File: config.mk
export PLATFORM = sky130hd
export DESIGN_NAME = uart_tx_feeder_flat
export DESIGN_NICKNAME = d
export VERILOG_FILES = /design/src/rtl/uart_tx_feeder_if.sv /design/src/rtl/uart_tx_feeder.sv /design/src/flat_wrapper.sv
export SDC_FILE = /design/constraint.sdc
export NUM_CORES = 1
export LEC_CHECK = 0
export CORE_AREA = 2 2 102 104
export DETAILED_ROUTE_END_ITERATION = 6
export DIE_AREA = 0 0 104 106
export GPL_TIMING_DRIVEN = 0
export PLACE_DENSITY = 0.83
export SETUP_SLACK_MARGIN = 0.1
export SYNTH_ARGS = -nofsm -noshare
export SYNTH_HDL_FRONTEND = slang
export SYNTH_SLANG_ARGS = --single-unit
File: constraint.sdc
create_clock -name clk -period 7.5 [get_ports clk]
set_input_delay 1.125 -clock clk [delete_from_list [all_inputs] [get_ports clk]]
set_output_delay 1.125 -clock clk [all_outputs]
set_load 0.01 [all_outputs]
File: src/rtl/uart_tx_feeder_if.sv
// Byte-source valid/ready handshake plus the transmitter launch handshake used by uart_tx_feeder.
interface uart_tx_feeder_if;
   logic       s_valid;
   logic [7:0] s_data;
   logic       s_ready;
   logic       tx_start;
   logic [7:0] tx_data;
   logic       tx_done;

   // master: the feeder; slave: the byte source and transmitter side
   modport master (
      input  s_valid, s_data, tx_done,
      output s_ready, tx_start, tx_data
   );
   modport slave (
      output s_valid, s_data, tx_done,
      input  s_ready, tx_start, tx_data
   );
endinterface

File: src/rtl/uart_tx_feeder.sv
// FIFO-buffered launcher for a UART transmitter's tx_start/tx_data/tx_done handshake.
// Optional FIFO flush input is enabled by defining UART_TXF_FLUSH_EN.
module uart_tx_feeder #(
   parameter int unsigned DEPTH  = 16,
   parameter int unsigned ADDR_W = 4
) (
   input  logic              clk,
   input  logic              reset_n,
`ifdef UART_TXF_FLUSH_EN
   input  logic              flush,
`endif
   uart_tx_feeder_if.master  bus,
   output logic [ADDR_W:0]   fifo_count,
   output logic              fifo_empty,
   output logic              fifo_full,
   output logic              busy
);
   localparam int unsigned CNT_W = ADDR_W + 1;

   typedef enum logic [1:0] {IDLE, LAUNCH, WAIT_ACK, WAIT_DONE} state_t;

   state_t             state;
   logic [7:0]         mem [DEPTH];
   logic [ADDR_W-1:0]  wr_ptr;
   logic [ADDR_W-1:0]  rd_ptr;
   logic               flush_c;
   logic               ready_c;
   logic               push_c;
   logic               pop_c;
   logic [CNT_W-1:0]   count_nxt;

`ifdef UART_TXF_FLUSH_EN
   assign flush_c = flush;
`else
   assign flush_c = 1'b0;
`endif

   assign ready_c     = !fifo_full && !flush_c;
   assign bus.s_ready = ready_c;

   // Push/pop qualification; a flush discards both the incoming byte and any IDLE launch
   always_comb begin
      push_c    = 1'b0;
      pop_c     = 1'b0;
      count_nxt = fifo_count;
      push_c = bus.s_valid && ready_c;
      pop_c  = (state == IDLE) && !fifo_empty && bus.tx_done && !flush_c;
      if (flush_c)
         count_nxt = '0;
      else
         count_nxt = fifo_count + CNT_W'(push_c) - CNT_W'(pop_c);
   end

   // FIFO pointers and registered occupancy flags
   always_ff @(posedge clk) begin
      if (!reset_n) begin
         wr_ptr     <= '0;
         rd_ptr     <= '0;
         fifo_count <= '0;
         fifo_empty <= 1'b1;
         fifo_full  <= 1'b0;
      end else begin
         if (flush_c) begin
            wr_ptr <= '0;
            rd_ptr <= '0;
         end else begin
            if (push_c)
               wr_ptr <= wr_ptr + ADDR_W'(1);
            if (pop_c)
               rd_ptr <= rd_ptr + ADDR_W'(1);
         end
         fifo_count <= count_nxt;
         fifo_empty <= (count_nxt == '0);
         fifo_full  <= (count_nxt == CNT_W'(DEPTH));
      end
   end

   always_ff @(posedge clk) begin
      if (push_c)
         mem[wr_ptr] <= bus.s_data;
   end

   // Launch FSM; busy mirrors the post-edge state and occupancy
   always_ff @(posedge clk) begin
      if (!reset_n) begin
         state        <= IDLE;
         bus.tx_start <= 1'b0;
         bus.tx_data  <= 8'h00;
         busy         <= 1'b0;
      end else begin
         bus.tx_start <= 1'b0;
         busy <= (count_nxt != '0) ||
                 ((state == IDLE) ? pop_c : !((state == WAIT_DONE) && bus.tx_done));
         case (state)
            IDLE: begin
               if (pop_c) begin
                  state        <= LAUNCH;
                  bus.tx_start <= 1'b1;
                  bus.tx_data  <= mem[rd_ptr];
               end
            end
            LAUNCH:    state <= WAIT_ACK;
            WAIT_ACK:  if (!bus.tx_done) state <= WAIT_DONE;
            WAIT_DONE: if (bus.tx_done)  state <= IDLE;
            default:   state <= IDLE;
         endcase
      end
   end
endmodule

File: src/flat_wrapper.sv
// flat-port wrapper written by rule: the top's interface ports become plain ports
module uart_tx_feeder_flat 
#(
   parameter int unsigned DEPTH  = 16,
   parameter int unsigned ADDR_W = 4
)
  (clk, reset_n, fifo_count, fifo_empty, fifo_full, busy, bus_s_valid, bus_s_data, bus_tx_done, bus_s_ready, bus_tx_start, bus_tx_data);
  uart_tx_feeder_if bus_i ();
  input  logic clk;
  input  logic reset_n;
  output logic [ADDR_W:0] fifo_count;
  output logic fifo_empty;
  output logic fifo_full;
  output logic busy;
  input wire logic [$bits(bus_i.s_valid)-1:0] bus_s_valid;
  input wire logic [$bits(bus_i.s_data)-1:0] bus_s_data;
  input wire logic [$bits(bus_i.tx_done)-1:0] bus_tx_done;
  output wire logic [$bits(bus_i.s_ready)-1:0] bus_s_ready;
  output wire logic [$bits(bus_i.tx_start)-1:0] bus_tx_start;
  output wire logic [$bits(bus_i.tx_data)-1:0] bus_tx_data;
  assign bus_i.s_valid = bus_s_valid;
  assign bus_i.s_data = bus_s_data;
  assign bus_i.tx_done = bus_tx_done;
  assign bus_s_ready = bus_i.s_ready;
  assign bus_tx_start = bus_i.tx_start;
  assign bus_tx_data = bus_i.tx_data;
  uart_tx_feeder #(.DEPTH(DEPTH), .ADDR_W(ADDR_W)) u_core (.clk(clk), .reset_n(reset_n), .bus(bus_i), .fifo_count(fifo_count), .fifo_empty(fifo_empty), .fifo_full(fifo_full), .busy(busy));
endmodule
# Word level (Yosys, flattened, before mapping)
# Memories as Yosys holds them, arrays and structs flattened. A register that Yosys moved wholly into a read port is not among the register bits.
# Cells that the tools add are included.
# Widths: inputs -> output; s select.
[classes] add_sub_neg=4 eq_ne=7 mux=8 n_reduce_logical=15
[op_table] op="$add 4x1->4 const B" count=2
[op_table] op="$pmux 2 s4" count=1
[op_table] op="$mux 2" count=3
[op_table] op="$add 5x1->5" count=1
[op_table] op="$eq 5x5->1 const B" count=1
[op_table] op="$logic_not 5->1" count=1
[op_table] op="$reduce_bool 5->1" count=1
[op_table] op="$sub 5x1->5" count=1
[op_table] op="$eq 2x2->1 const B" count=2
[op_table] op="$logic_and 1x1->1" count=4
[op_table] op="$logic_not 1->1" count=4
[op_table] op="$mux 1" count=4
[op_table] op="$ne 2x2->1 const B" count=2
[op_table] op="$reduce_and 2->1" count=2
[op_table] op="$reduce_and 3->1" count=1
[op_table] op="$eq 2x1->1 const B" count=1
[op_table] op="$logic_not 2->1" count=1
[op_table] op="$ne 2x1->1 const B" count=1
[op_table] op="$logic_or 1x1->1" count=1
[totals] regBits=19 ram_bits=128 in_bits=12 out_inout_bits=18 word_cells=43 n_memories=1
[memory_table] memory="u_core.mem" words=16 word_bits=8 read_ports=1 rd_clocked_by_memory_dff=1 wr=1 line_no="uart_tx_feeder.sv:23" source="logic [7:0] mem [DEPTH];"

# Longest topological paths before layout
# Gate-level depths: netlist of the first run.
[depth] ltp_word=6 depth_mapped=13 ltp_nobuf=13

# Worst setup path before layout of the first run
# No wires, ideal clock.
[synth_timing] path_type="input -> register" startpoint="input bus_tx_done" endpoint="register u_core.busy" setup_ps=125 arrival_time_ps=3118 required_ps=7375 path_slack_ps=4256 path_stages=10 n_path_buf=0 cell_sequence="nand3b_1 -> inv_1 -> ha_1 -> inv_1 -> ha_1 -> inv_1 -> fa_1 -> xnor2_1 -> or3b_1 -> o41a_1"
[synth_between] elab_chain_len=4 elab_cells_between_ends=7 cone_classes="1 x add/sub; 1 x mux; 5 x reduce/logical"
[synth_rtl] item="start, declared" line_no="flat_wrapper.sv:17" source="input wire logic [$bits(bus_i.tx_done)-1:0] bus_tx_done;"
[synth_rtl] item="$logic_and 1x1->1 *" line_no="uart_tx_feeder.sv:47" source="pop_c = (state == IDLE) && !fifo_empty && bus.tx_done && !flush_c;"
[synth_rtl] item="net u_core.pop_c" line_no="uart_tx_feeder.sv:29" source="logic pop_c;"
[synth_rtl] item="$sub 5x1->5" line_no="uart_tx_feeder.sv:51" source="count_nxt = fifo_count + CNT_W'(push_c) - CNT_W'(pop_c);"
[synth_rtl] item="$reduce_bool 5->1" line_no="uart_tx_feeder.sv:92" source="busy <= (count_nxt != '0) ||"
[synth_rtl] item="$logic_or 1x1->1 *" line_no="uart_tx_feeder.sv:92"
[synth_rtl] item="end signal, assigned" line_no="uart_tx_feeder.sv:92"
[synth_rtl] item="end, declared" line_no="uart_tx_feeder.sv:16" source="output logic busy"
# Mark *: on every way through the listed nets, which the timed path passes. The rest lies on a longest branch.
# A chain may end at the register's enable or synchronous reset.

# Worst setup path in the final report of the first run
# Same ends and word-level chain as after synthesis.

==> flow_summary.json, run 1 <==
{
  "fin_skew_ns": 0.00973,
  "row_count": 37,
  "synthToLayoutAreaGrowth_pct": 16.3,
  "cts_resized": 0,
  "min_path_cells": 2,
  "port_buffers": 28,
  "grt_start_max_net_pins": 17,
  "vias_per_cell": 6.15,
  "multiInputGateArea_um2": 1670,
  "maxCapViolations": 0,
  "status": "completed",
  "synthMuxAreaShare_pct": 15.1,
  "ys_seq_area_share_pct": 70.1,
  "fin_crit_ns": 3.54,
  "ant_nets": 0,
  "fin_setup_tns_ns": 0,
  "die_h_um": 106,
  "critPathBufInv": 4,
  "fin_util_pct": 72.7,
  "dr.pass1.iters": 5,
  "clockBufferDepth": 2,
  "initial_utilization_pct": 62.5,
  "clockRootBuffer": "clkbuf_8",
  "ys_ff_latch": 155,
  "cp_top_family": "buffers and inverters",
  "crit_fanout": 6,
  "io_pins": 30,
  "place.gp.congestion": 0.838,
  "num_vias": 3314,
  "grt_use_total_pct": 24.1,
  "grt_pass1_wl_mm": 19.0,
  "synth_area_per_cell_um2": 18.2,
  "finalPower_mw": 2.28,
  "synth.top_cell.area_share_pct": 61.5,
  "slew_viol_final": 0,
  "path_depth": 11,
  "synth-xor-area-share_pct": 1.40,
  "dieArea_um2": 11000,
  "worstSetupEndpointType": "register",
  "syn_nets": 370,
  "min_period_over_period_pct": 47.2,
  "ff2ff_setup_slack_ns": 4.41,
  "ir_worst_vdd_mv": 0.166,
  "layout_common_cells": "edfxtp_1 (128), clkdlybuf4s50_1 (28), dfxtp_1 (27), nor2_1 (25), clkbuf_16 (18)",
  "final_common_cell": "edfxtp_1",
  "worstSkewPairLatency_ns": 0.54,
  "grt_pass1_vias": 3367,
  "synthAdderAreaFrac_pct": 3.12,
  "required_ns": 7.93,
  "synth_compound_area_share_pct": 2.26,
  "diodes": 0,
  "clkTransAtPathRegs_ns": 0.07,
  "dp.final_hpwl_mm": 7.80,
  "drc": 0,
  "fmax_mhz": 282,
  "area.sequential_um2": 4380,
  "antenna_found_initial": 0,
  "synth_top_area_cell": "edfxtp_1",
  "drt_iter0_markers": 472,
  "synth_top_family_by_area": "multiplexers",
  "die_w_um": 104,
  "postCtsSetupBuffers": 0,
  "synth_cell_types": 33,
  "cts_sinks": 155,
  "crit_type": "in -> reg",
  "ff2ff_path_depth": 12,
  "synth_area_um2": 6250,
  "crit_slowest_cell": "clkdlybuf4s50_1",
  "cts_tree": "built",
  "p_leak_nw": 2.44,
  "htree_num_levels": 4,
  "synth.area.top_cells": "edfxtp_1 (61%), dfxtp_1 (8.6%), mux4_1 (6.3%)",
  "crit_path_max_incr_delay_ns": 0.52,
  "synth_warnings": 0,
  "wl_per_cell_um": 22.5,
  "cts_hold_buf": 0,
  "worstPathArrival_ns": 3.97,
  "filler_cell_count": 595,
  "rsz0062_at_grt": "no",
  "drt-total-wl_mm": 12.1,
  "cp_common_cell": "inv_1",
  "hold_viol_final": 0,
  "max_slew_margin_pct": 17.5,
  "critical_path.cell_chain": "clkdlybuf4s50_1, nand3b_1, inv_1, ha_1, inv_1, ha_1, inv_1, fa_1, xnor2_1, or3b_1, o41a_1",
  "final_nets": 417,
  "gr-total-overflow": 0,
  "drive_gt1_share_pct": 15.9,
  "coreArea_um2": 10000,
  "powerDensity_nw_per_um2": 314,
  "synthSimpleGateAreaFrac_pct": 4.74,
  "setup_viol": 0,
  "synthCells": 343,
  "hp-class": "reg -> reg",
  "cp-start-kind": "primary input",
  "tightest_slew_ns": 1.23,
  "numCtsBuffers": 17
}
## worst min-delay path, stage by stage (launching register included)
cell	delay [ns]
dfxtp_1	0.33
nand3_1	0.07
o221ai_1	0.07
## cells in the mapped netlist
library cell	count
a211oi_1	1
a21o_1	2
a21oi_1	6
and2_1	4
buf_2	4
buf_4	3
buf_6	4
buf_8	3
clkbuf_1	4
dfxtp_1	27
edfxtp_1	128
fa_1	1
ha_1	14
inv_1	14
mux2i_1	17
mux4_1	15
mux4_2	17
nand2_1	9
nand2b_1	3
nand3_1	9
nand3b_1	1
nand4_1	2
nor2_1	25
nor2b_1	1
nor3_1	6
nor4b_1	1
o221ai_1	8
o31ai_1	1
o41a_1	1
or3_1	1
or3b_1	1
xnor2_1	5
xor2_1	5
## per-stage QoR
| step | hold slack (ns) | instance area (um2) | setup slack, ns | instances |
|---|---|---|---|---|
| floorplan | 0.494 | 6250 | 4.26 | 343 |
| finish | 0.501 | 7270 | 3.96 | 539 |
| CTS | 0.498 | 7260 | 3.97 | 539 |
| global route | 0.542 | 7270 | 3.80 | 539 |
| global placement | 0.480 | 6700 | 3.47 | 507 |
| detailed placement | 0.479 | 6700 | 3.40 | 507 |
## metal layers
layer	routed length, um	vias up	part of all wire, %	track usage, %
li1	-	1439	-	-
met3	742	41	6.1	6.19
met4	479	0	3.9	12.5
met1	4920	1667	41	31.2
met5	0	-	0	0
met2	5990	167	49	38.4
## layout make-up
type	count	area share (%)
sequential	155	60.3
multi-input combinational	156	23.0
clock buffer	20	6.57
timing repair buffer	28	3.86
tap	136	2.34
buffer	18	2.03
clock inverter	12	1.15
inverter	14	0.723
## sequential cells by signal, summed over array words and instances, names as in the netlist
name and flops:
u_core.rd_ptr 4, u_core.fifo_empty 1, u_core.fifo_full 1, u_core.mem 128, u_core.bus.tx_data 8, u_core.bus.tx_start 1
u_core.state 2, u_core.wr_ptr 4, u_core.busy 1, u_core.fifo_count 5
## cell families (layout without fill, tap and decap cells)
family                   Yosys count  in the layout
buffers and inverters             32             92
AO/OA/AOI/OAI                     19             19
adder cells (fa/ha/maj)           15             15
XOR/XNOR                          10             10
multiplexers                      49             49
AND/OR/NAND/NOR                   63             63
flip-flops                       155            155
## worst paths after layout
check | from | end
worst max-delay path | bus_tx_done | u_core.busy
worst min-delay path | u_core.bus.tx_data[0] | u_core.bus.tx_data[0]
worst max register to register | u_core.state[0] | u_core.busy
worst min register to register | u_core.bus.tx_data[0] | u_core.bus.tx_data[0]
## power breakdown
part	switching (mW)	leakage [nW]	internal, mW
combinational	0.246	0.775	0.216
sequential	0.0317	1.38	0.995
clock	0.339	0.286	0.456
total	0.616	2.44	1.67
Note: power is estimated with default switching activity, not from simulation.
==> inputs of run 2 (changes only) <==
--- a/config.mk
+++ b/config.mk
@@ -5,11 +5,11 @@
 export SDC_FILE = /design/constraint.sdc
 export NUM_CORES = 1
 export LEC_CHECK = 0
-export CORE_AREA = 2 2 102 104
+export CORE_AREA = 2 2 111 113
 export DETAILED_ROUTE_END_ITERATION = 6
-export DIE_AREA = 0 0 104 106
+export DIE_AREA = 0 0 113 115
 export GPL_TIMING_DRIVEN = 0
-export PLACE_DENSITY = 0.83
+export PLACE_DENSITY = 0.74
 export SETUP_SLACK_MARGIN = 0.1
 export SYNTH_ARGS = -nofsm -noshare
 export SYNTH_HDL_FRONTEND = slang
==> constraint.sdc (replaced) <==
create_clock -name clk -period 2.9 [get_ports clk]
set_input_delay 0.435 -clock clk [delete_from_list [all_inputs] [get_ports clk]]
set_output_delay 0.435 -clock clk [all_outputs]
set_load 0.01 [all_outputs]
==> run 2 against run 1 <==
- the run now ends with design-rule violations left
- hold slack worse by 0.16 ns
- clock power rose to 2.9 times the previous value
- power rose to 2.8 times the previous value
- critical endpoint is now u_core.fifo_empty
- largest power group unchanged
==> flow_summary.json, run 2 (synthesis results as in run 1) <==
{
  "drc": 6,
  "min_path_cells": 3,
  "design_area_um2": 7430,
  "slew_viol_final": 0,
  "crit_type": "reg -> reg",
  "dp.final_hpwl_mm": 7.71,
  "antenna_found_initial": 0,
  "dr.pass1.iters": 6,
  "worstSetupEndpointType": "register",
  "final_nets": 424,
  "dp.cells": 520,
  "drt-total-wl_mm": 12.1,
  "ir_worst_vdd_mv": 0.441,
  "tightest_slew_ns": 1.07,
  "coreArea_um2": 11800,
  "area.sequential_um2": 4390,
  "htree_num_levels": 4,
  "cts_sinks": 155,
  "grt_pass1_wl_mm": 18.3,
  "largest_reg_flops": 128,
  "num_vias": 3221,
  "p_leak_nw": 2.49,
  "filler_cell_count": 869,
  "required_ns": 3.22,
  "final_common_cell": "edfxtp_1",
  "rsz0062_at_grt": "yes",
  "cts_tree": "built",
  "dieArea_um2": 13000,
  "die_h_um": 115,
  "powerDensity_nw_per_um2": 845,
  "ff2ff_path_depth": 12,
  "crit_fanout": 4,
  "diodes": 0,
  "numCtsBuffers": 17,
  "initial_utilization_pct": 52.9,
  "grt_pass1_vias": 3309,
  "worstSkewPairLatency_ns": 0.42,
  "violations": "design-rule violations",
  "drt_iter0_markers": 167,
  "grt_start_max_net_pins": 17,
  "place.gp.congestion": 0.833,
  "gr-total-overflow": 0,
  "fin_util_pct": 62.9,
  "grt_use_total_pct": 19.9,
  "clockRootBuffer": "clkbuf_16",
  "hp-class": "in -> reg",
  "cts_hold_buf": 0,
  "worstPathArrival_ns": 3.04,
  "io_pins": 30,
  "clockBufferDepth": 2,
  "fmax_mhz": 369,
  "fin_skew_ns": 0.00876,
  "clkTransAtPathRegs_ns": 0.06,
  "row_count": 40,
  "place_area_um2": 6730,
  "ant_nets": 0,
  "fin_crit_ns": 2.71,
  "maxCapViolations": 0,
  "setup_viol": 0,
  "wl_per_cell_um": 21.7,
  "status": "finished with violations",
  "final_cell_count_no_fill": 557,
  "vias_per_cell": 5.78,
  "die_w_um": 113,
  "largestRegisters": "u_core.mem (128), u_core.bus.tx_data (8), u_core.fifo_count (5)",
  "port_buffers": 28,
  "multiInputGateArea_um2": 1710,
  "synthToLayoutAreaGrowth_pct": 18.9,
  "max_slew_margin_pct": 28.5,
  "min_period_over_period_pct": 93.6,
  "hold_viol_final": 0,
  "cp-start-kind": "register",
  "layout_common_cells": "edfxtp_1 (128), clkdlybuf4s50_1 (28), nor2_1 (25), dfxtp_1 (25)",
  "drive_gt1_share_pct": 19.8,
  "regMostFlops": "u_core.mem"
}
==> run 2: final timing paths <==
| path | end | startpoint | slack (ns) |
|---|---|---|---|
| max reg2reg | u_core.fifo_empty | u_core.state[0] | 0.19 |
| min reg2reg | u_core.state[0] | u_core.state[0] | 0.50 |
| max | u_core.fifo_empty | u_core.state[0] | 0.19 |
| min | u_core.bus.tx_data[4] | reset_n | 0.35 |
==> run 2: cell type report <==
type | count | share of cell area [%]
Sequential cell | 155 | 59.0
Multi-Input combinational cell | 156 | 23.0
Clock buffer | 20 | 6.01
Timing Repair Buffer | 35 | 4.45
Tap cell | 147 | 2.48
Clock inverter | 12 | 2.31
Buffer | 18 | 1.99
Inverter | 14 | 0.741
==> run 2: where the power goes <==
part / switching (mW) / internal [mW] / total, mW
logic: 0.655 / 0.656 / 1.31
clock network: 0.847 / 1.46 / 2.30
registers: 0.0896 / 2.58 / 2.67
total: 1.59 / 4.69 / 6.28
==> run 2: timing repair <==
action	4_1_cts	5_1_grt
gates resized for setup	7	6
endpoints found under the setup margin	3	2
pin swaps	2	1
setup buffers	2	3
==> run 2: worst max-delay path, cell delays in order (launching register included) <==
cell and delay, ns:
dfxtp_2 0.35, inv_4 0.05, ha_4 0.16, nand3b_1 0.14, inv_2 0.07, ha_1 0.27, inv_1 0.06, ha_2 0.17
inv_1 0.05, fa_2 0.52, or3b_4 0.40, buf_4 0.14, o31ai_1 0.22
==> run 2: layer usage <==
| layer | vias to the layer above | GRT usage, % | wire, um |
|---|---|---|---|
| li1 | 1460 | - | - |
| met3 | 26 | 4.64 | 518 |
| met4 | 0 | 10.1 | 353 |
| met2 | 105 | 33.9 | 6250 |
| met1 | 1630 | 24.0 | 4980 |
| met5 | - | 0 | 0 |
==> run 2: through the flow <==
stage / power [mW] / setup TNS (ns) / setup WS, ns / hold WS, ns
2_1_floorplan: 3.47 / 0 / 0.157 / 0.494
3_3_place_gp: 3.83 / -6.83 / -0.407 / 0.485
3_5_place_dp: 3.88 / -4.16 / -0.446 / 0.494
4_1_cts: 6.23 / 0 / 0.113 / 0.326
5_1_grt: 6.53 / 0 / 0.0854 / 0.350
6_report: 6.28 / 0 / 0.187 / 0.345
